### src/rtl/fp_mac_seq.sv
// fp_mac_seq: sequential bfloat16-style multiply-accumulate with a bias-seeded accumulator.
// Ports:
//   clk_i, rst_ni            clock, asynchronous active-low reset
//   start_i, len_i, bias_i   launch a run of len_i operand pairs, accumulator seeded with bias_i
//   op_valid_i, op_ready_o   operand pair handshake (ready only in ACCUM)
//   op_a_i, op_b_i           operand pair
//   res_valid_o, res_ready_i result handshake (valid only in OUT)
//   result_o                 accumulated result
//   busy_o                   high whenever the FSM is not IDLE
// Optional build macro FP_MAC_RELU_EN clamps negative results (including -0) to 16'h0000.
module fp_mac_seq #(
  parameter int LenW = 8
) (
  input  logic            clk_i,
  input  logic            rst_ni,
  input  logic            start_i,
  input  logic [LenW-1:0] len_i,
  input  logic [15:0]     bias_i,
  input  logic            op_valid_i,
  output logic            op_ready_o,
  input  logic [15:0]     op_a_i,
  input  logic [15:0]     op_b_i,
  output logic            res_valid_o,
  input  logic            res_ready_i,
  output logic [15:0]     result_o,
  output logic            busy_o
);
  typedef struct packed {
    logic       sgn;
    logic [7:0] exp;
    logic [6:0] man;
  } fp_t;

  typedef enum logic [1:0] {IDLE, ACCUM, DRAIN, OUT} state_t;

  // Subnormals flush to zero, overflow saturates to infinity, mantissas truncate.
  function automatic fp_t fp_mul(fp_t a, fp_t b);
    logic [15:0]       p;
    logic signed [9:0] e;
    fp_t               r;
    p     = {8'b0, 1'b1, a.man} * {8'b0, 1'b1, b.man};
    e     = $signed({2'b0, a.exp}) + $signed({2'b0, b.exp}) - 10'sd127 + (p[15] ? 10'sd1 : 10'sd0);
    r.sgn = a.sgn ^ b.sgn;
    r.exp = e[7:0];
    r.man = p[15] ? p[14:8] : p[13:7];
    if (a.exp == 8'h00 || b.exp == 8'h00 || e <= 10'sd0) begin
      r.exp = 8'h00;
      r.man = 7'h00;
    end else if (a.exp == 8'hff || b.exp == 8'hff || e >= 10'sd255) begin
      r.exp = 8'hff;
      r.man = 7'h00;
    end
    return r;
  endfunction

  // Magnitude-ordered add with three guard bits; exact cancellation gives +0.
  function automatic fp_t fp_add(fp_t a, fp_t b);
    fp_t               big;
    fp_t               sml;
    fp_t               r;
    logic [10:0]       mb;
    logic [10:0]       ms;
    logic [11:0]       s;
    logic [7:0]        d;
    logic signed [9:0] e;
    if (a.exp == 8'h00) return b;
    if (b.exp == 8'h00) return a;
    {big, sml} = ({a.exp, a.man} >= {b.exp, b.man}) ? {a, b} : {b, a};
    d  = big.exp - sml.exp;
    mb = {1'b1, big.man, 3'b000};
    ms = (d > 8'd10) ? 11'd0 : ({1'b1, sml.man, 3'b000} >> d);
    s  = (big.sgn == sml.sgn) ? {1'b0, mb} + {1'b0, ms} : {1'b0, mb} - {1'b0, ms};
    e  = $signed({2'b0, big.exp});
    if (s[11]) begin
      s = s >> 1;
      e = e + 10'sd1;
    end
    for (int i = 0; i < 11; i++) begin
      if (!s[10] && s != 12'd0) begin
        s = s << 1;
        e = e - 10'sd1;
      end
    end
    r.sgn = big.sgn;
    r.exp = e[7:0];
    r.man = s[9:3];
    if (s == 12'd0 || e <= 10'sd0) r = '0;
    else if (e >= 10'sd255 || big.exp == 8'hff) r = {big.sgn, 8'hff, 7'h00};
    return r;
  endfunction

  state_t          state_q;
  state_t          state_d;
  fp_t             acc_q;
  fp_t             prod_q;
  logic            prod_valid_q;
  logic [LenW-1:0] cnt_q;
  logic            accept;
  logic            launch;

  assign accept      = (state_q == ACCUM) && op_valid_i;
  assign launch      = (state_q == IDLE) && start_i;
  assign op_ready_o  = state_q == ACCUM;
  assign res_valid_o = state_q == OUT;
  assign busy_o      = state_q != IDLE;

  always_comb begin
    state_d = state_q;
    case (state_q)
      IDLE:    state_d = start_i ? ((len_i != '0) ? ACCUM : DRAIN) : IDLE;
      ACCUM:   state_d = (accept && cnt_q == LenW'(1)) ? DRAIN : ACCUM;
      DRAIN:   state_d = OUT;
      OUT:     state_d = res_ready_i ? IDLE : OUT;
      default: state_d = IDLE;
    endcase
  end

  // The product registered on an accept is folded one cycle later, so DRAIN absorbs the last one.
  always_ff @(posedge clk_i or negedge rst_ni) begin
    if (!rst_ni) begin
      state_q      <= IDLE;
      acc_q        <= '0;
      prod_q       <= '0;
      prod_valid_q <= 1'b0;
      cnt_q        <= '0;
    end else begin
      state_q      <= state_d;
      prod_valid_q <= accept;
      if (accept) begin
        prod_q <= fp_mul(op_a_i, op_b_i);
        cnt_q  <= cnt_q - LenW'(1);
      end
      if (launch) begin
        acc_q <= bias_i;
        cnt_q <= len_i;
      end else if (prod_valid_q) begin
        acc_q <= fp_add(acc_q, prod_q);
      end
    end
  end

`ifdef FP_MAC_RELU_EN
  assign result_o = acc_q.sgn ? 16'h0000 : acc_q;
`else
  assign result_o = acc_q;
`endif

endmodule

### config.mk
export PLATFORM = sky130hd
export DESIGN_NAME = fp_mac_seq
export DESIGN_NICKNAME = d
export VERILOG_FILES = /design/src/rtl/fp_mac_seq.sv
export SDC_FILE = /design/constraint.sdc
export NUM_CORES = 1
export LEC_CHECK = 0
export ABC_AREA = 1
export BUFFER_PORTS_ARGS = -buffer_cell sky130_fd_sc_hd__buf_2
export CAP_MARGIN = 0
export CORE_ASPECT_RATIO = 1.1
export CORE_UTILIZATION = 58
export DETAILED_ROUTE_END_ITERATION = 10
export PLACE_DENSITY = 0.8
export SYNTH_ARGS = -nofsm -noshare
export SYNTH_HDL_FRONTEND = slang
export SYNTH_SLANG_ARGS = --single-unit
export TNS_END_PERCENT = 50
### constraint.sdc
create_clock -name clk_i -period 11.7 [get_ports clk_i]
set_input_delay 0 -clock clk_i [delete_from_list [all_inputs] [get_ports clk_i]]
set_output_delay 0 -clock clk_i [all_outputs]
set_load 0.01 [all_outputs]
==> impl_metrics.ini, run 1 <==
[clocking]
clk_latency_ns = 0.28
cts-buffers-inserted = 5
h-tree-depth = 2
clock_sinks = 43
path_clk_slew_ns = 0.06
clockBufferDepth = 2
cts_root_buf = clkbuf_16
cts_tree = yes

[critical_path]
worstSetupPathType = reg -> reg
r2r_start = prod_q[12]$_DFFE_PN0P_
required_ns = 11.91
worstPathArrival_ns = 11.32
cp-start-kind = flip-flop
end_kind = flip-flop
rr_endpoint = result_o[1]$_DFFE_PN0P_
reg2reg_depth = 82
critPathMostFrequentCell = nand2_1
slowest_stage = dfrtp_2
worst_path_largest_cell_delay_ns = 0.40
worstPathMaxFanout = 15
reg2reg_slack_ns = 0.59

[grt]
grt_pass1_wl_microns = 54400
grt_usage_pct = 30.2
grt_busiest_layer = met2
met2_usage_pct = 55.1
overflow = 0
grt_max_degree = 44
use_met3_pct = 2.32
antenna_found_initial = 0
grt_pass1_vias = 12297
use_met1_pct = 37.7

[drt]
drt_iter0_markers = 957
ant_nets = 0
drt_first_pass_iters = 7
finalWirelength_microns = 33500
drcViolationCount = 0
dr_total_vias = 13397
wl_per_cell_microns = 13.7
viasPerCell = 5.50

[yosys]
async_flop_share_pct = 100
synth_seq_cells = 43
synth.yosys.seq_area_share_pct = 8.92
ys_types = 71
yosysWarnings = 0
synth.cell_area_sq_um = 12100
ys.flop_type = dfrtp_1
syn_inst = 2030
synth_edf_count = 0
syn_nets = 2221
syn_area_per_cell_sq_um = 5.94

[die]
rows = 54
die_x_microns = 139
die_h_microns = 153
core_area_sq_um = 20100
boundaryPins = 80
initial_core_util_pct = 59.9
dieArea_sq_um = 21400

[min_path]
hold_path_depth = 3
worst_hold_startpoint = len_i[2]
hold_end = cnt_q[2]$_DFFE_PN0P_
hp-class = in -> reg

[status]
status = completed

[flow_run]
drv_cap = 0

[place]
portBuffers = 79
gp_congestion = 0.957
dp_hpwl_microns = 27200
dpl-instance-area_sq_um = 13000

[timing]
fin_crit_sh_pct = 94.9
setup_viol = 0
tightest_slew_ns = 0.992
slew_viol_final = 0
final_hold_viol_count = 0
max_freq_mhz = 90.0
finClkSkew_ns = 0.00876
relSlewSlack_pct = 33.9
final.setup.tns_ns = 0
period_minus_slack_ns = 11.11

[cells_and_area]
syn_to_final_growth_pct = 14.3
drive_gt1_share_pct = 22.5
layout.nets = 2377
layout_commonest_cell = nand2_1
stdcell_area_sq_um = 13800
antenna_cells = 0
final_cell_mix = nand2_1, inv_1, nor2_1
kinds of logic after synthesis:
kind of cell / after synthesis / synth area share [%]
AO/OA/AOI/OAI: 200 / 9.76
XOR/XNOR: 45 / 3.58
multiplexers: 2 / 0.166
adder cells (fa/ha/maj): 130 / 15.8
flip-flops: 43 / 8.92
buffers and inverters: 370 / 13.2
AND/OR/NAND/NOR: 1240 / 48.6
area by class of cell:
class,count,area (sq um)
clock buffers,5,125
clock inverters,2,13.8
fillers,1834,6350
inverters,337,1280
multi-input cells,1618,9770
flip-flops and latches,43,1080
well taps,252,315
repair buffers,181,1200
metrics by stage:
step	setup slack [ns]	util, %	instances	hold slack, ns
6_report	0.594	68.5	2438	0.0285
5_1_grt	-0.118	68.5	2438	0.0390
4_1_cts	0.0353	65.6	2411	0.0170
3_5_place_dp	-0.210	64.4	2394	0.206
3_3_place_gp	0.112	64.4	2394	0.203
2_1_floorplan	0.528	-	2030	-0.296
cell usage after synthesis, types with 24 or more instances:
cell     count  share of area (%)
inv_2       40                1.2
ha_1        93                9.6
nand2_2     86                4.5
nor2_2      24                1.2
nand3_1    178                7.4
inv_1      285                8.9
dfrtp_1     43                8.9
xor2_1      24                1.7
nand4_1     34                1.8
nand2_1    617                 19
fa_1        37                6.1
nor2_1     191                5.9
o21ai_0     76                3.2
a21oi_1     50                2.1
state kept, by name, indices dropped and copies added, names as in the netlist:
name	count
result_o	16
cnt_q	8
state_q	2
prod_valid_q	1
prod_q	16
worst max-delay path by stage:
stage / from / end / slack, ns / cells past startpoint
after CTS: prod_q[12]$_DFFE_PN0P_ / result_o[1]$_DFFE_PN0P_ / 0.04 / 79
after global routing: prod_q[11]$_DFFE_PN0P_ / result_o[6]$_DFFE_PN0P_ / -0.12 / 85
after floorplan: result_o[10]$_DFFE_PN0P_ / result_o[5]$_DFFE_PN0P_ / 0.53 / 76
after detailed placement: prod_q[12]$_DFFE_PN0P_ / result_o[5]$_DFFE_PN0P_ / -0.21 / 76
final: prod_q[12]$_DFFE_PN0P_ / result_o[1]$_DFFE_PN0P_ / 0.59 / 82
after global placement: prod_q[12]$_DFFE_PN0P_ / result_o[7]$_DFFE_PN0P_ / 0.11 / 82
what timing repair did:
item	in CTS	in global routing
endpoints found under the hold margin	50	0
hold buffers	8	0
resized for setup	7	83
endpoints found under the setup margin	16	16
pin swaps	0	44
buffers inserted	1	26
cloned	1	1
metal layers:
layer	vias up	routed length (microns)
li1	6744	-
met5	-	0
met3	80	1800
met1	6099	14200
met2	474	16400
met4	0	1080
critical path: cells and delay by family (launching register included):
kind	cells	cell delay, ns
AOI/OAI and AO/OA	13	1.82
adders and majority gates	11	3.07
buffers and inverters	13	1.24
DFF	1	0.40
and+or+nand+nor	45	4.46
Power of run 1 is left out: the tool's default activity adds up to more than one toggle a clock period on the data nets, which glitch-free logic cannot reach.
==> inputs of run 2 (changes only) <==
--- a/config.mk
+++ b/config.mk
@@ -6,12 +6,12 @@
 export NUM_CORES = 1
 export LEC_CHECK = 0
 export ABC_AREA = 1
-export BUFFER_PORTS_ARGS = -buffer_cell sky130_fd_sc_hd__buf_2
 export CAP_MARGIN = 0
 export CORE_ASPECT_RATIO = 1.1
-export CORE_UTILIZATION = 58
+export CORE_UTILIZATION = 60
 export DETAILED_ROUTE_END_ITERATION = 10
-export PLACE_DENSITY = 0.8
+export DONT_BUFFER_PORTS = 1
+export PLACE_DENSITY = 0.79
 export SYNTH_ARGS = -nofsm -noshare
 export SYNTH_HDL_FRONTEND = slang
 export SYNTH_SLANG_ARGS = --single-unit
==> impl_metrics.ini, run 2 (synthesis gave the netlist of run 1 again) <==
[status]
status = completed

[drt]
drcViolationCount = 0
finalWirelength_microns = 33800
ant_nets = 0
drt_first_pass_iters = 6
viasPerCell = 5.54
wl_per_cell_microns = 14.3
dr_total_vias = 13113
drt_iter0_markers = 927

[die]
rows = 54
initial_core_util_pct = 60.9
die_x_microns = 137
die_h_microns = 151
dieArea_sq_um = 20700
core_area_sq_um = 19800
boundaryPins = 80

[timing]
slew_viol_final = 0
finClkSkew_ns = 0.00482
tightest_slew_ns = 0.934
period_minus_slack_ns = 11.07
max_freq_mhz = 90.3
fin_crit_sh_pct = 94.7
relSlewSlack_pct = 37.6
setup_viol = 0
whs_ns = 0.0162
final_hold_viol_count = 0

[critical_path]
reg2reg_depth = 83
worstSetupPathType = reg -> reg
reg2reg_slack_ns = 0.63
end_kind = flip-flop
worstPathMaxFanout = 15
r2r_start = result_o[12]$_DFFE_PN0P_
required_ns = 11.93
worst_path_largest_cell_delay_ns = 0.43
slowest_stage = dfrtp_1
cp-start-kind = flip-flop
rr_endpoint = result_o[11]$_DFFE_PN0P_
critPathMostFrequentCell = nand2_1
worstPathArrival_ns = 11.30

[clocking]
cts_root_buf = clkbuf_16
cts_tree = yes
clk_latency_ns = 0.29
path_clk_slew_ns = 0.07
h-tree-depth = 2
clock_sinks = 43
clockBufferDepth = 2
cts-buffers-inserted = 5

[cells_and_area]
syn_to_final_growth_pct = 12.7
layout_commonest_cell = nand2_1
antenna_cells = 0
fillers = 1718
drive_gt1_share_pct = 19.7
layout.nets = 2306
final_cell_mix = nand2_1, inv_1, nor2_1

[grt]
grt_usage_pct = 32.5
antenna_found_initial = 0
grt_pass1_vias = 12110
grt_pass1_wl_microns = 54800
overflow = 0
grt_max_degree = 44

[min_path]
worst_hold_startpoint = bias_i[13]
hold_end = result_o[13]$_DFFE_PN0P_
hp-class = in -> reg
hold_path_depth = 4

[place]
dp_hpwl_microns = 27000
portBuffers = 0
gp_congestion = 0.968

[flow_run]
drv_cap = 0
[run 2: area by class of cell]
| class | count | area [sq um] | area share, % |
|---|---|---|---|
| multi-input cells | 1617 | 9790 | 72.0 |
| clock inverters | 2 | 12.5 | 0.0920 |
| well taps | 252 | 315 | 2.32 |
| flip-flops and latches | 43 | 1080 | 7.92 |
| clock buffers | 6 | 129 | 0.948 |
| inverters | 337 | 1280 | 9.44 |
| repair buffers | 111 | 986 | 7.25 |
[run 2: how the worst max path moves through the flow]
stage,start,end,slack [ns]
floorplan,result_o[10]$_DFFE_PN0P_,result_o[5]$_DFFE_PN0P_,0.53
global route,prod_q[9]$_DFFE_PN0P_,result_o[11]$_DFFE_PN0P_,-0.19
global placement,prod_q[11]$_DFFE_PN0P_,result_o[8]$_DFFE_PN0P_,0.08
CTS,prod_q[11]$_DFFE_PN0P_,result_o[13]$_DFFE_PN0P_,0.03
detailed placement,prod_q[11]$_DFFE_PN0P_,result_o[14]$_DFFE_PN0P_,-0.10
finish,result_o[12]$_DFFE_PN0P_,result_o[11]$_DFFE_PN0P_,0.63
[run 2: metrics by stage]
step	std cells	utilization [%]	area [sq um]	setup WS [ns]	setup TNS, ns
after floorplan	2030	-	12100	0.528	0
after global placement	2313	63.5	12600	0.0810	0
after detailed placement	2313	63.5	12600	-0.104	-1.33
after CTS	2342	65.5	13000	0.0322	0
after global routing	2368	68.7	13600	-0.188	-2.48
final	2368	68.7	13600	0.625	0
[run 2: metal layers]
layer | track usage [%] | up-vias | share of wire (%)
li1 | - | 6600 | -
met1 | 39.4 | 5907 | 40
met2 | 59.3 | 497 | 49
met3 | 4.18 | 109 | 6.8
met4 | 9.62 | 0 | 3.4
met5 | 0 | - | 0
[run 2: worst max-delay path: cells and delay by family, from the launching register on]
kind,cells,cell delay (ns)
and+or+nand+nor,44,4.40
adders and majority gates,12,3.27
AOI/OAI and AO/OA,13,1.70
buffers and inverters,14,1.17
DFF,1,0.43
[run 2: what timing repair did]
item,in CTS,in global routing
gates cloned,0,1
pin swaps,0,32
buffers inserted,0,25
setup endpoints to repair,16,16
gates resized for setup,6,93
endpoints found under the hold margin,62,0
hold buffers,21,0
Power of run 2 is left out for the same reason.
